File: config.mk
export PLATFORM = sky130hd
export DESIGN_NAME = bcd_scan_display
export DESIGN_NICKNAME = d
export VERILOG_FILES = /design/src/rtl/bcd_scan_display_pkg.sv /design/src/rtl/bcd_scan_display_bcd_to_7seg.sv /design/src/rtl/bcd_scan_display.sv
export SDC_FILE = /design/constraint.sdc
export NUM_CORES = 1
export LEC_CHECK = 0
export CAP_MARGIN = 20
export CORE_UTILIZATION = 40
export DETAILED_ROUTE_END_ITERATION = 16
export PLACE_DENSITY = 0.58
export SLEW_MARGIN = 20
export SYNTH_ARGS = -nofsm -noshare
export SYNTH_HDL_FRONTEND = slang
export SYNTH_HIERARCHICAL = 1
export SYNTH_SLANG_ARGS = --single-unit
File: constraint.sdc
create_clock -name clk -period 4 [get_ports clk]
set_input_delay 0.8 -clock clk [delete_from_list [all_inputs] [get_ports clk]]
set_output_delay 0.8 -clock clk [all_outputs]
set_load 0.05 [all_outputs]
File: src/rtl/bcd_scan_display_pkg.sv
// Purpose: shared constants for the four-digit multiplexed seven-segment scanner.
// Latency: n/a (constants only).
// Backpressure: n/a.
// Segment patterns are active-low and ordered {g,f,e,d,c,b,a}, bit 0 = segment a.
package bcd_scan_display_pkg;

    localparam int DIGIT_COUNT = 4;

    localparam logic [6:0] SEG_0    = 7'b1000000;
    localparam logic [6:0] SEG_1    = 7'b1111001;
    localparam logic [6:0] SEG_2    = 7'b0100100;
    localparam logic [6:0] SEG_3    = 7'b0110000;
    localparam logic [6:0] SEG_4    = 7'b0011001;
    localparam logic [6:0] SEG_5    = 7'b0010010;
    localparam logic [6:0] SEG_6    = 7'b0000010;
    localparam logic [6:0] SEG_7    = 7'b1111000;
    localparam logic [6:0] SEG_8    = 7'b0000000;
    localparam logic [6:0] SEG_9    = 7'b0010000;
    localparam logic [6:0] SEG_DASH = 7'b0111111;
    localparam logic [6:0] SEG_OFF  = 7'b1111111;

endpackage

File: src/rtl/bcd_scan_display_bcd_to_7seg.sv
// Purpose: BCD code to active-low seven-segment pattern; codes 10-15 show a dash.
// Latency: combinational.
// Backpressure: none.
// Ports: code (4-bit BCD digit in), pattern (7-bit {g,f,e,d,c,b,a}, active-low out).
module bcd_to_7seg
    import bcd_scan_display_pkg::*;
(
    input  logic [3:0] code,
    output logic [6:0] pattern
);

    always_comb begin
        pattern = SEG_DASH;
        case (code)
            4'd0:    pattern = SEG_0;
            4'd1:    pattern = SEG_1;
            4'd2:    pattern = SEG_2;
            4'd3:    pattern = SEG_3;
            4'd4:    pattern = SEG_4;
            4'd5:    pattern = SEG_5;
            4'd6:    pattern = SEG_6;
            4'd7:    pattern = SEG_7;
            4'd8:    pattern = SEG_8;
            4'd9:    pattern = SEG_9;
            default: pattern = SEG_DASH;
        endcase
    end

endmodule

File: src/rtl/bcd_scan_display.sv
// Purpose: time-multiplexed driver for a 4-digit common-anode seven-segment display.
// Latency: one cycle from scan state to the registered an/seg/dp outputs.
// Backpressure: none; enable low blanks the display and freezes the scan in place.
// Ports: clk, reset (async, active-high), enable, bcd_in[15:0] (digit 3 in [15:12]),
//        dp_in[3:0], blank_lz (leading-zero suppression), an[3:0], seg[6:0], dp
//        (all outputs active-low). REFRESH_DIV = cycles each digit stays lit (>= 2).
module bcd_scan_display
    import bcd_scan_display_pkg::*;
#(
    parameter int unsigned REFRESH_DIV = 50000
) (
    input  logic        clk,
    input  logic        reset,
    input  logic        enable,
    input  logic [15:0] bcd_in,
    input  logic [3:0]  dp_in,
    input  logic        blank_lz,
    output logic [3:0]  an,
    output logic [6:0]  seg,
    output logic        dp
);

    localparam int PW = $clog2(REFRESH_DIV);
    localparam logic [PW-1:0] PRE_LAST = PW'(REFRESH_DIV - 1);

    logic [PW-1:0]            prescaler;
    logic [1:0]               index;
    logic [4*DIGIT_COUNT-1:0] shadow_bcd;
    logic [DIGIT_COUNT-1:0]   shadow_dp;
    logic                     shadow_blz;

    logic                     load;
    logic                     tick;
    logic [4*DIGIT_COUNT-1:0] eff_bcd;
    logic [DIGIT_COUNT-1:0]   eff_dp;
    logic                     eff_blz;
    logic [3:0]               code;
    logic [6:0]               pattern;
    logic                     blank_digit;
    logic                     z3, z2, z1;

    // A frame is latched at the start of digit 0. The decode path uses the
    // value being captured on that same cycle, so digit 0 of a new frame is
    // drawn from the same snapshot as digits 1-3.
    assign load    = enable && (index == 2'd0) && (prescaler == '0);
    assign tick    = enable && (prescaler == PRE_LAST);
    assign eff_bcd = load ? bcd_in   : shadow_bcd;
    assign eff_dp  = load ? dp_in    : shadow_dp;
    assign eff_blz = load ? blank_lz : shadow_blz;

    assign code = eff_bcd[{index, 2'b00} +: 4];

    bcd_to_7seg u_dec (
        .code    (code),
        .pattern (pattern)
    );

    assign z3 = (eff_bcd[15:12] == 4'd0);
    assign z2 = (eff_bcd[11:8]  == 4'd0);
    assign z1 = (eff_bcd[7:4]   == 4'd0);

    // A digit is a leading zero only if it and every more-significant digit
    // are zero; digit 0 always shows so "0" is still visible.
    always_comb begin
        blank_digit = 1'b0;
        if (eff_blz) begin
            case (index)
                2'd3:    blank_digit = z3;
                2'd2:    blank_digit = z3 && z2;
                2'd1:    blank_digit = z3 && z2 && z1;
                default: blank_digit = 1'b0;
            endcase
        end
    end

    always_ff @(posedge clk or posedge reset) begin
        if (reset) begin
            prescaler <= '0;
            index     <= 2'd0;
        end else if (enable) begin
            prescaler <= tick ? '0 : prescaler + PW'(1);
            if (tick) begin
                index <= index + 2'd1;
            end
        end
    end

    always_ff @(posedge clk or posedge reset) begin
        if (reset) begin
            shadow_bcd <= '0;
            shadow_dp  <= '0;
            shadow_blz <= 1'b0;
        end else if (load) begin
            shadow_bcd <= bcd_in;
            shadow_dp  <= dp_in;
            shadow_blz <= blank_lz;
        end
    end

    always_ff @(posedge clk or posedge reset) begin
        if (reset) begin
            an  <= 4'b1111;
            seg <= SEG_OFF;
            dp  <= 1'b1;
        end else if (!enable) begin
            an  <= 4'b1111;
            seg <= SEG_OFF;
            dp  <= 1'b1;
        end else begin
            an  <= ~(4'b0001 << index);
            seg <= blank_digit ? SEG_OFF : pattern;
            dp  <= blank_digit ? 1'b1 : ~eff_dp[index];
        end
    end

endmodule

* Word-level counts from Yosys, hierarchy flattened
Memories as Yosys holds them, arrays and structs flattened.
Index checks and enable logic that the tools add are counted.
W data, S select, Z words.
** Word-level totals
- Register bits after elaboration :: 51
- Bits in read-only memories :: 112
- Input bits :: 24
- Output and inout bits :: 12
- Logic and storage cells :: 44
- Memories kept :: 1
** Memories
- (name not given) :: depth 16, width 7, read ports 1, clocked after Yosys merged registers in 0, write ports 0, RTL line bcd_scan_display_bcd_to_7seg.sv:14 : case (code)
** Cells by class
- Add/subtract/negate cells :: 2
- Order comparisons :: 1
- Eq/ne operators :: 4
- Shift operators :: 2
- Mux-type cells :: 13
- Bitwise operators :: 2
- Reductions and logical operators :: 11
** Operators with widths (count)
- $mux W16 :: 2
- $add A16 B1 Y16 const B :: 1
- $eq A16 B16 Y1 const B :: 1
- $logic_not A16 Y1 :: 1
- $shiftx A16 B5 Y4 :: 1
- $mux W7 :: 2
- $logic_not A4 Y1 :: 3
- $mux W4 :: 2
- $logic_and A1 B1 Y1 :: 5
- $mux W1 :: 5
- $eq A2 B2 Y1 const B :: 2
- $not A4 Y4 :: 1
- $shl A1 B2 Y4 const A :: 1
- $lt A2 B3 Y1 const B :: 1
- $pmux W1 S3 :: 1
- $add A2 B1 Y2 const B :: 1
- $bmux W1 S2 :: 1
- $eq A2 B1 Y1 const B :: 1
- $logic_not A2 Y1 :: 1
- $reduce_and A2 Y1 :: 1
- $not A1 Y1 :: 1

* Depth between registers and ports, before layout
- Word-level depth :: 11
- Gate-level depth with buffers :: 14
- Mapped depth without buffers :: 12

* Hierarchy
The synthesis kept the hierarchy.
** Modules (own cells, without submodules)
- bcd_scan_display :: instances 1, cells each 210, area each 2538.7 µm², sequential area each 1291.2 µm²
- bcd_to_7seg :: instances 1, cells each 31, area each 240.2 µm², sequential area each 0.0 µm²

* Least setup slack after synthesis
Ideal clock, no wire load.
- Kind :: input -> register
- Start point :: in enable
- End point :: reg seg[1]
- Library setup time :: 0.095 ns
- Arrival :: 2.993 ns
- Required time :: 3.905 ns
- Path slack :: 0.912 ns
- Stages on the path :: 12
- Path buffers :: 2
- Cell sequence :: buf_6 and2_1 nand3_2 nor2_2 buf_4 mux2_2 mux4_2 inv_1 ha_1 nor2_1 nor2_1 nand3b_1
** On the way
- Elaborated cells between the ends (all ways) :: 15
- Classes of those cells :: 1 x shift; 6 x mux; 7 x reduce/logical; 1 x memory
** RTL lines
- start: declaration :: RTL line bcd_scan_display.sv:14 : input logic enable,
- $logic_and A1 B1 Y1 (2 in a row) :: RTL line bcd_scan_display.sv:45 : assign load = enable && (index == 2'd0) && (prescaler == '0);
- $mux W16
- net eff_bcd[9] :: RTL line bcd_scan_display.sv:34 : logic [4*DIGIT_COUNT-1:0] eff_bcd;
- $shiftx A16 B5 Y4 :: RTL line bcd_scan_display.sv:51 : assign code = eff_bcd[{index, 2'b00} +: 4];
- net code[1] :: RTL line bcd_scan_display.sv:37 : logic [3:0] code;
- $mem_v2 Z16 W7
- net pattern[1] :: RTL line bcd_scan_display.sv:38 : logic [6:0] pattern;
- $mux W7 :: RTL line bcd_scan_display.sv:111 : seg <= blank_digit ? SEG_OFF : pattern;
- $mux W7 :: RTL line bcd_scan_display.sv:105 : end else if (!enable) begin
- end signal: assignment :: RTL line bcd_scan_display.sv:111
- end: declaration :: RTL line bcd_scan_display.sv:19 : output logic [6:0] seg,
The timed path passes the listed nets, and every way through them passes these cells.
A chain may end at the register's enable or synchronous reset.

* Worst setup path in the final report
Same ends and word-level chain as after synthesis.

==> results.ini <==
[worst_setup_path]
arrival_ns = 3.53
crit_required_ns = 4.23
critPathMaxStageDelay_ns = 0.58
worstPathMaxFanout = 21
reg2reg_slack_ns = 0.74
setup.worst_path.end_class = flop
startpoint_type = input pin
critical_path.startpoint = enable
slowest_stage = mux4_2
crit_family = multiplexers
crit_top_cell = nor2_1
critPathBufInv = 3
worstPathCellList = clkdlybuf4s50_1, and2_1, nand3_2, nor2_2, buf_12, mux2_2, mux4_2, inv_1, ha_1, nor2_1, nor2_1, nand3b_1
reg2reg_from = index[0]
path_class = in2reg

[yosys]
netlist_area_um2 = 2779
synth_most_common_cell = dfrtp_1
synth_area_leaders = dfrtp_1 (35%), dfstp_2 (11%), mux2_2 (8.9%)
synth_flop_cell = dfrtp_1
postSynthCellCount = 241
synthTopCellsByCount = dfrtp_1 (39), mux2_2 (22), nand2_1 (20)
synth_nets = 277
yosysTopAreaCellShare = 0.3512
syn_avg_cell_area_um2 = 11.53
synth_top_area_cell = dfrtp_1
ys_ff_latch = 51
ys_warn_count = 6
synth_edf_count = 0
async_flop_share = 1.000
seq_area_frac_synth = 0.4647
ys_types = 55

[worst_hold_path]
hold_path_class = reg2reg
hp-start = shadow_bcd[2]

[die]
io_pins = 36
die_x_um = 85.35
fp-row-count = 30
start_util = 0.4113
core_um2 = 6756
fp.dieH_um = 85.35
die-area_um2 = 7285

[timing]
tightest_slew_ns = 0.8493
fin_crit_sh = 0.8260
drv_slew = 0
max_freq_mhz = 302.7
finalSetupTns_ns = 0
relSlewSlack = 0.4331
hold_viol = 0
clock_skew_ns = 0.01096
hold_ws_ns = 0.5016
rsz0062_at_grt = false
setup-violations-final = 0
period_minus_slack_ns = 3.304
postLayoutSetupSlackWorst_ns = 0.6960

[global_routing]
overflow = 0
grt_max_degree = 52
grt_pass1_vias = 1857
antenna_found_initial = 0
grt_usage = 0.1676
grt_pass1_wl_um = 9432

[power_and_ir_drop]
finalPower_mw = 1.079
leakage_nw = 1.443
peakVddDrop_mv = 0.1366
cellPowerDensity_nw_per_um2 = 329.3

[drt]
final_antenna_net_count = 0
viasPerCell = 5.311
drtIter0Drc = 92
drcViolationCount = 0
routed_wl_um = 5510
vias = 1896
drtPass1Iterations = 4
wire_per_inst_um = 15.43

[clock_network]
clk_pin_slew_ns = 0.09
clock_path_buffers = 2
holdBufCountCts = 0
cts_root_buf = clkbuf_8
cts.sinks = 51
post_cts_buffers = 0
cts_max_level = 2
cts_made_buffers = 5
clk_latency_ns = 0.31
ctsResizeCount = 0
cts_tree = done

[placed_design]
portBuffers = 35
gp_congestion = 0.7720
pre_cts_ws_ns = 0.3648
place_hpwl_um = 4156

[status]
status = finished clean

[layout]
synthToLayoutAreaGrowth_pct = 17.96
nets = 312
layout-drive-gt1-share = 0.2274
antennaDiodeCount = 0

[job]
maxCapViolations = 0

## per-layer routing
metal	vias to the layer above	track usage	share of wire
met5	-	0	0
met4	0	0.04545	0.012
met3	7	0.03210	0.026
met2	32	0.2537	0.44
met1	929	0.2464	0.52
li1	928	-	-
## power breakdown
| part | switching [mW] | leakage, nW | internal, mW |
|---|---|---|---|
| clock | 0.167 | 0.0482 | 0.140 |
| combinational | 0.106 | 0.749 | 0.0818 |
| sequential | 0.0371 | 0.646 | 0.548 |
| total | 0.310 | 1.44 | 0.769 |
## cells by family (layout without fill, tap and decap cells)
| logic type | after synthesis | count (layout) | synth area share |
|---|---|---|---|
| buffers and inverters | 20 | 56 | 0.04052 |
| AOI/OAI and AO/OA | 28 | 28 | 0.07294 |
| and+or+nand+nor | 91 | 91 | 0.2049 |
| muxes | 27 | 27 | 0.1252 |
| xor gates and xnor gates | 12 | 12 | 0.03782 |
| adders and majority gates | 12 | 12 | 0.05403 |
| DFF | 51 | 51 | 0.4647 |
## flip-flops by register name (all words and copies together) (netlist names)
signal      count
an              4
dp              1
index           2
prescaler      16
seg             7
shadow_bcd     16
shadow_blz      1
shadow_dp       4
## final cells by class
| class | instances | area, µm² |
|---|---|---|
| clock buffers | 7 | 86.33 |
| inverters | 11 | 42.54 |
| fillers | 625 | 3478 |
| multi-input cells | 170 | 1375 |
| repair buffers | 37 | 377.9 |
| well taps | 80 | 100.1 |
| flip-flops and latches | 51 | 1291 |
| clock inverters | 1 | 5.005 |
## final timing paths
kind,endpoint,cells after the start
max reg2reg,seg[1],13
max,seg[1],12
min in group asynchronous,shadow_bcd[13],2
max in group asynchronous,prescaler[6],2
min,shadow_bcd[2],1
min reg2reg,shadow_bcd[2],1
## per-stage QoR
stage	area, µm²	util	cells
after floorplan	2779	-	241
after global placement	3186	0.4715	349
after detailed placement	3186	0.4715	349
after CTS	3277	0.4850	357
after global routing	3278	0.4852	357
final	3278	0.4852	357
## placed cells by master (no fill, tap or decap), types with 2 or more instances in the layout
cell type / Yosys / layout
dfstp_2: 12 / 12
mux2_2: 22 / 22
o211ai_1: 2 / 2
clkdlybuf4s50_1: 0 / 35
nand3b_1: 9 / 9
nand3_1: 6 / 6
and4_1: 2 / 2
a21oi_1: 5 / 5
ha_1: 12 / 12
a211oi_1: 2 / 2
nor2_1: 13 / 13
inv_1: 10 / 9
nand4_1: 4 / 4
clkinv_2: 0 / 2
clkbuf_8: 0 / 6
o21a_1: 2 / 2
nor3_1: 3 / 3
or4_4: 2 / 2
xnor2_1: 7 / 7
nand2_1: 20 / 20
and3_1: 6 / 6
a22oi_1: 4 / 4
xor2_1: 5 / 5
nor4_1: 5 / 5
dfrtp_1: 39 / 39
mux4_2: 4 / 4
nor4b_1: 2 / 2
o21ai_0: 7 / 7
Power figures use the tool's default switching activity.
